**config.mk**
```make
export PLATFORM = sky130hd
export DESIGN_NAME = alu_ctrl_mc
export DESIGN_NICKNAME = d
export VERILOG_FILES = /design/src/rtl/alu_ctrl_pkg.sv /design/src/rtl/mul_iter.sv /design/src/rtl/alu_ctrl_mc.sv
export SDC_FILE = /design/constraint.sdc
export NUM_CORES = 1
export LEC_CHECK = 0
export BUFFER_PORTS_ARGS = -buffer_cell sky130_fd_sc_hd__buf_4
export CORE_MARGIN = 8
export CORE_UTILIZATION = 21
export DETAILED_ROUTE_END_ITERATION = 8
export PLACE_DENSITY = 0.85
export REMOVE_ABC_BUFFERS = 1
export SLEW_MARGIN = 15
export SYNTH_ARGS = -nofsm -noshare
export SYNTH_HDL_FRONTEND = slang
export SYNTH_SLANG_ARGS = --single-unit
```
**constraint.sdc**
```tcl
create_clock -name vclk -period 2.54
set_clock_uncertainty 0.05 [all_clocks]
set_input_delay 0.381 -clock vclk [all_inputs]
set_output_delay 0.381 -clock vclk [all_outputs]
set_load 0.01 [all_outputs]
```
**src/rtl/alu_ctrl_pkg.sv**
```systemverilog
// Shared ALU control codes, R-type funct values and multiply FSM state encoding.
// Used by alu_ctrl_mc with or without ALU_CTRL_MUL_EN defined.
package alu_ctrl_pkg;

  localparam logic [3:0] AluAnd  = 4'd0;
  localparam logic [3:0] AluOr   = 4'd1;
  localparam logic [3:0] AluAdd  = 4'd2;
  localparam logic [3:0] AluOp3  = 4'd3;
  localparam logic [3:0] AluSrl  = 4'd4;
  localparam logic [3:0] AluSrlv = 4'd5;
  localparam logic [3:0] AluSub  = 4'd6;
  localparam logic [3:0] AluSlt  = 4'd7;
  localparam logic [3:0] AluOp8  = 4'd8;
  localparam logic [3:0] AluOp9  = 4'd9;
  localparam logic [3:0] AluMul  = 4'd10;
  localparam logic [3:0] AluOp11 = 4'd11;
  localparam logic [3:0] AluOp13 = 4'd13;

  localparam logic [5:0] FunctAdd  = 6'h20;
  localparam logic [5:0] FunctSub  = 6'h22;
  localparam logic [5:0] FunctAnd  = 6'h24;
  localparam logic [5:0] FunctOr   = 6'h25;
  localparam logic [5:0] FunctSlt  = 6'h2A;
  localparam logic [5:0] FunctSrl  = 6'h02;
  localparam logic [5:0] FunctSrlv = 6'h06;
  localparam logic [5:0] FunctMul  = 6'h18;

  typedef enum logic [1:0] {StIdle, StMulRun, StMulDone} mul_state_e;

  // Unknown funct values fall back to slt; mul only decodes when the multiplier exists.
  function automatic logic [3:0] alu_decode(input logic [2:0] alu_op, input logic [5:0] funct,
                                            input logic mul_en);
    logic [3:0] code;
    code = AluSlt;
    case (alu_op)
      3'd0: code = AluAdd;
      3'd1: code = AluSub;
      3'd2: begin
        case (funct)
          FunctAdd:  code = AluAdd;
          FunctSub:  code = AluSub;
          FunctAnd:  code = AluAnd;
          FunctOr:   code = AluOr;
          FunctSlt:  code = AluSlt;
          FunctSrl:  code = AluSrl;
          FunctSrlv: code = AluSrlv;
          FunctMul:  code = mul_en ? AluMul : AluSlt;
          default:   code = AluSlt;
        endcase
      end
      3'd3: code = AluOp3;
      3'd4: code = AluOp8;
      3'd5: code = AluOp9;
      3'd6: code = AluOp11;
      default: code = AluOp13;
    endcase
    return code;
  endfunction

endpackage

```
**src/rtl/mul_iter.sv**
```systemverilog
// Iterative shift-add multiplier datapath: one multiplier bit per step, DATA_W-bit
// truncated product. Instantiated by alu_ctrl_mc when ALU_CTRL_MUL_EN is defined.
module mul_iter #(
  parameter int unsigned DATA_W = 32
) (
  input  logic              clk_i,
  input  logic              rst_i,
  input  logic              load_i,
  input  logic              step_i,
  input  logic [DATA_W-1:0] a_i,
  input  logic [DATA_W-1:0] b_i,
  output logic [DATA_W-1:0] prod_o
);

  logic [DATA_W-1:0] mcand_q, mcand_d;
  logic [DATA_W-1:0] mplier_q, mplier_d;
  logic [DATA_W-1:0] prod_q, prod_d;

  always_comb begin
    mcand_d  = mcand_q;
    mplier_d = mplier_q;
    prod_d   = prod_q;
    if (load_i) begin
      mcand_d  = a_i;
      mplier_d = b_i;
      prod_d   = '0;
    end else if (step_i) begin
      // Bits shifted past DATA_W are dropped, so the sum wraps naturally.
      prod_d   = prod_q + (mplier_q[0] ? mcand_q : '0);
      mcand_d  = mcand_q << 1;
      mplier_d = mplier_q >> 1;
    end
  end

  always_ff @(posedge clk_i or negedge rst_i) begin
    if (!rst_i) begin
      mcand_q  <= '0;
      mplier_q <= '0;
      prod_q   <= '0;
    end else begin
      mcand_q  <= mcand_d;
      mplier_q <= mplier_d;
      prod_q   <= prod_d;
    end
  end

  assign prod_o = prod_q;

endmodule

```
**src/rtl/alu_ctrl_mc.sv**
```systemverilog
// ALU control decoder with optional iterative multiplier and pipeline stall.
// Define ALU_CTRL_MUL_EN to build the multiply FSM; otherwise funct 0x18 decodes as slt.
module alu_ctrl_mc
  import alu_ctrl_pkg::*;
#(
  parameter int unsigned DATA_W = 32,
  parameter int unsigned CTRL_W = 6
) (
  input  logic              clk_i,
  input  logic              rst_i,
  input  logic [5:0]        funct_i,
  input  logic [2:0]        ALUOp_i,
  input  logic              valid_i,
  input  logic              flush_i,
  input  logic [DATA_W-1:0] src1_i,
  input  logic [DATA_W-1:0] src2_i,
  output logic [CTRL_W-1:0] ALUCtrl_o,
  output logic              stall_o,
  output logic              mul_done_o,
  output logic [DATA_W-1:0] mul_result_o
);

`ifdef ALU_CTRL_MUL_EN
  localparam int unsigned CntW = $clog2(DATA_W);

  mul_state_e        state_q, state_d;
  logic [CntW-1:0]   cnt_q, cnt_d;
  logic [DATA_W-1:0] result_q, result_d;
  logic [DATA_W-1:0] prod;
  logic [3:0]        dec;
  logic              accept, step, done_ok;

  assign dec = alu_decode(ALUOp_i, funct_i, 1'b1);
  // Reset gating keeps stall_o low while reset is held even if a mul is presented.
  assign accept  = rst_i && (state_q == StIdle) && valid_i && !flush_i && (dec == AluMul);
  assign step    = (state_q == StMulRun);
  assign done_ok = (state_q == StMulDone) && !flush_i;

  mul_iter #(
    .DATA_W(DATA_W)
  ) u_mul_iter (
    .clk_i (clk_i),
    .rst_i (rst_i),
    .load_i(accept),
    .step_i(step),
    .a_i   (src1_i),
    .b_i   (src2_i),
    .prod_o(prod)
  );

  always_comb begin
    state_d  = state_q;
    cnt_d    = cnt_q;
    result_d = result_q;
    unique case (state_q)
      StIdle: begin
        if (accept) begin
          state_d = StMulRun;
          cnt_d   = '0;
        end
      end
      StMulRun: begin
        cnt_d = cnt_q + CntW'(1);
        if (cnt_q == CntW'(DATA_W - 1)) state_d = StMulDone;
      end
      StMulDone: begin
        state_d = StIdle;
        if (done_ok) result_d = prod;
      end
      default: state_d = StIdle;
    endcase
    if (flush_i) state_d = StIdle;
  end

  always_ff @(posedge clk_i or negedge rst_i) begin
    if (!rst_i) begin
      state_q  <= StIdle;
      cnt_q    <= '0;
      result_q <= '0;
    end else begin
      state_q  <= state_d;
      cnt_q    <= cnt_d;
      result_q <= result_d;
    end
  end

  assign ALUCtrl_o    = (state_q == StIdle) ? CTRL_W'(dec) : CTRL_W'(AluMul);
  assign stall_o      = accept || (state_q == StMulRun);
  assign mul_done_o   = done_ok;
  assign mul_result_o = done_ok ? prod : result_q;
`else
  logic unused_in;
  assign unused_in = ^{clk_i, rst_i, valid_i, flush_i, src1_i, src2_i};

  assign ALUCtrl_o    = CTRL_W'(alu_decode(ALUOp_i, funct_i, 1'b0));
  assign stall_o      = 1'b0;
  assign mul_done_o   = 1'b0;
  assign mul_result_o = '0;
`endif

endmodule
```
* Word-level counts from Yosys, hierarchy flattened
Cells that the tools add are included.
Operators by class: eq/ne operators 12, multiplexer cells 2, reductions and logical operators 1
Operators with widths (count):
- $pmux 4 s7 | 1
- $eq 6x6->1 const B | 4
- $pmux 3 s6 | 1
- $eq 3x3->1 const B | 3
- $eq 3x2->1 const B | 2
- $eq 6x2->1 const B | 1
- $eq 6x3->1 const B | 1
- $eq 3x1->1 const B | 1
- $logic_not 3->1 | 1
Storage, ports and cells: bits in registers 0, input port bits 77, output and inout bits 40, logic and storage cells 15

* Longest topological paths before layout
depth after elaboration 3, mapped depth 3, depth with buffers taken out 3

* Least setup slack after synthesis
OpenSTA, ideal clock, no wires.
path kind input-to-output, from in funct_i[2], to out ALUCtrl_o[2], arrival time 1.081 ns, required time 2.109 ns, setup slack 1.028 ns, stages 3, path buffers 0, cells stage by stage inv_1 a2111o_1 a32o_1
On the way: longest elaborated chain between the ends 3, elaborated cells on any way between the ends 8, classes of those cells eq/ne (6); mux (2)
Ends and longest elaborated chain:
- start: declaration | RTL line alu_ctrl_mc.sv:11 | input logic [5:0] funct_i,
- $eq 6x3->1 (tied with other cells) | RTL line alu_ctrl_pkg.sv:39 | case (funct)
- $pmux 3 s6 * | RTL line alu_ctrl_pkg.sv:39
- $pmux 4 s7 * | RTL line alu_ctrl_pkg.sv:35 | case (alu_op)
- end: declaration | RTL line alu_ctrl_mc.sv:17 | output logic [CTRL_W-1:0] ALUCtrl_o,
Every way passes the cells marked *; elsewhere a longest branch is shown, timed or not.

* Worst setup path after layout
from in funct_i[2], to out ALUCtrl_o[0]
The elaborated chain is that of the path after synthesis.

==> metrics.md <==
| Metric | Value |
|---|---|
| Status | complete, no violations |
| First-pass GRT wire length | 1.110 mm |
| Vias in the first global route | 260 |
| Initial core utilization | 22.39% |
| Crit path DAT | 1.36 ns |
| Ant diodes | 0 |
| Tightest Hold Check Type | input port to output pin |
| CP most frequent cell | buf_4 |
| Power Total | 0.06254 mW |
| First-pass DRT Iterations | 4 |
| Sequential cell count | 0 |
| Total grt overflow | 0 |
| Seq/Total Area, Yosys | 0% |
| Vias/cell | 2.865 |
| Syn_area_per_cell | 7.295 sq um |
| Required time worst endpoint | 2.11 ns |
| Gate Count Post-Synth | 53 |
| Row cnt | 15 |
| F_max | 557.3 MHz |
| RSZ-0062 raised after global routing | false |
| Buf+Inv Stages, Crit Path | 2 |
| Top delay family on crit path | compound AO/OA/AOI/OAI gates |
| Post-route ant nets | 0 |
| CP endpoint kind | output pin |
| Multi-input logic area | 240.2 sq um |
| Cell count along the critical path | 5 |
| Max incr delay on CP | 0.44 ns |
| Share of post-route cells with drive strength above 1 | 21.88% |
| # placed instances | 89 |
| HPWL Detailed | 801.6 microns |
| # resized after CTS | 0 |
| Post-Route Setup TNS | 0 ns |
| Synth area leaders | buf_4 (70%), nand2b_1 (4.9%), nand2b_4 (3.6%), a2111o_1 (2.9%), a21oi_1 (2.6%) |
| Yosys warns | 0 |
| Layout Cells excl Fill | 89 |
| Library cells used by synthesis | 15 |
| Hold_ws | 0.9477 ns |
| Max-cap violation count | 0 |
| Yosys top cell by area | buf_4 |
| Final Hold Fails | 0 |
| Initial antenna violation count | 0 |
| Gpl congestion | 0.6927 |
| Post-CTS setup buffers | 0 |
| Initial drt markers | 1 |
| # setup viols final | 0 |
| Syn Std Cell Area | 386.6 sq um |
| IO buf count | 13 |
| Min-Delay Path Depth | 2 |
| DR WL/cell | 9.360 microns |
| Fillers | 214 |
| Die area | 3470 sq um |
| Core area | 1727 sq um |
| Pin count of the biggest net entering global routing | 7 |
| Slew Limit Fails | 0 |
| WS Path Type | input port to output pin |
| Area Growth Syn to Fin | -3.560% |
| Nets | 143 |
| CP max-delay cell | a2111oi_0 |
| Die width | 58.91 microns |
| Die Y | 58.91 microns |
| Drc violations | 0 |
| CP startpoint kind | input port |
| Critical path fanouts, max | 2 |
| Leak pwr | 0.2138 nW |
| Clock buffer count in the final layout | 0 |
| Register cell area after layout | 0 sq um |
| Count of hold-fix buffers inserted at cts | 0 |
| Yosys top cell area share | 69.90% |
| Tcrit/Tclk final | 70.64% |
| DR vias | 255 |
| Routed wire length | 833 microns |
| Final min period | 1.794 ns |
| Maximum vdd ir drop | 0.00004593 V |
| Gr usage total | 3.697% |
| CP cell instances | buf_4, nand2b_1, a2111oi_0, a21oi_1, buf_4 |
| I/O pin total | 117 |
| Pwr dens | 167.7 nW/um^2 |
-- cells by family after synthesis --
kind of cell	synth area share, %
xor+xnor	2.266
buf+inv	71.84
other cells	0.9699
simple gates	11.00
compound gates	13.92
-- placed cells by master, fill, tap and decap left out, types with 2 or more instances in the layout --
cell,count
buf_4,13
a21oi_1,2
nand2b_1,3
conb_1,36
-- synthesized netlist by cell type --
library cell,n
a2111o_1,1
a2111oi_0,1
a21oi_1,2
a22oi_1,1
a32o_1,1
buf_4,36
clkbuf_1,1
conb_1,1
inv_1,1
nand2b_1,3
nand2b_4,1
nor2_1,1
nor4_1,1
o22ai_1,1
xnor2_1,1
-- per-layer routing --
layer / wire length, microns / GRT usage [%] / part of all wire (%) / up-vias
li1: - / - / - / 123
met1: 289 / 4.024 / 35 / 105
met2: 378 / 6.698 / 45 / 27
met3: 165 / 1.739 / 20 / 0
met4: 0 / 0 / 0 / 0
met5: 0 / 0 / 0 / -
-- path summary, 6_finish.rpt --
kind / from / to / slack (ns)
setup / recovery: funct_i[2] / ALUCtrl_o[0] / 0.75
hold / removal: ALUOp_i[2] / ALUCtrl_o[3] / 0.95
-- stage by stage --
stage	setup slack [ns]	utilization, %	instance area (sq um)
after global placement	0.7626	21.59	372.9
final	0.7458	21.59	372.9
after CTS	0.7180	21.59	372.9
after global routing	0.6851	21.59	372.9
after detailed placement	0.7248	21.59	372.9
after floorplan	1.028	-	244.0
-- area by class of cell --
cell class / count / share of cell area [%]
multi-input cells: 50 / 64.43
well taps: 25 / 8.389
inverters: 1 / 1.007
repair buffers: 13 / 26.17
-- where the power goes --
| group | internal, mW | switching (mW) | leakage (nW) | total (mW) |
|---|---|---|---|---|
| Combinational | 0.0215 | 0.0411 | 0.214 | 0.0625 |
| Clock | 0 | 0 | 0 | 0 |
| Sequential | 0 | 0 | 0 | 0 |
| Total | 0.0215 | 0.0411 | 0.214 | 0.0625 |
No activity file was read; power rests on OpenSTA's default activity.
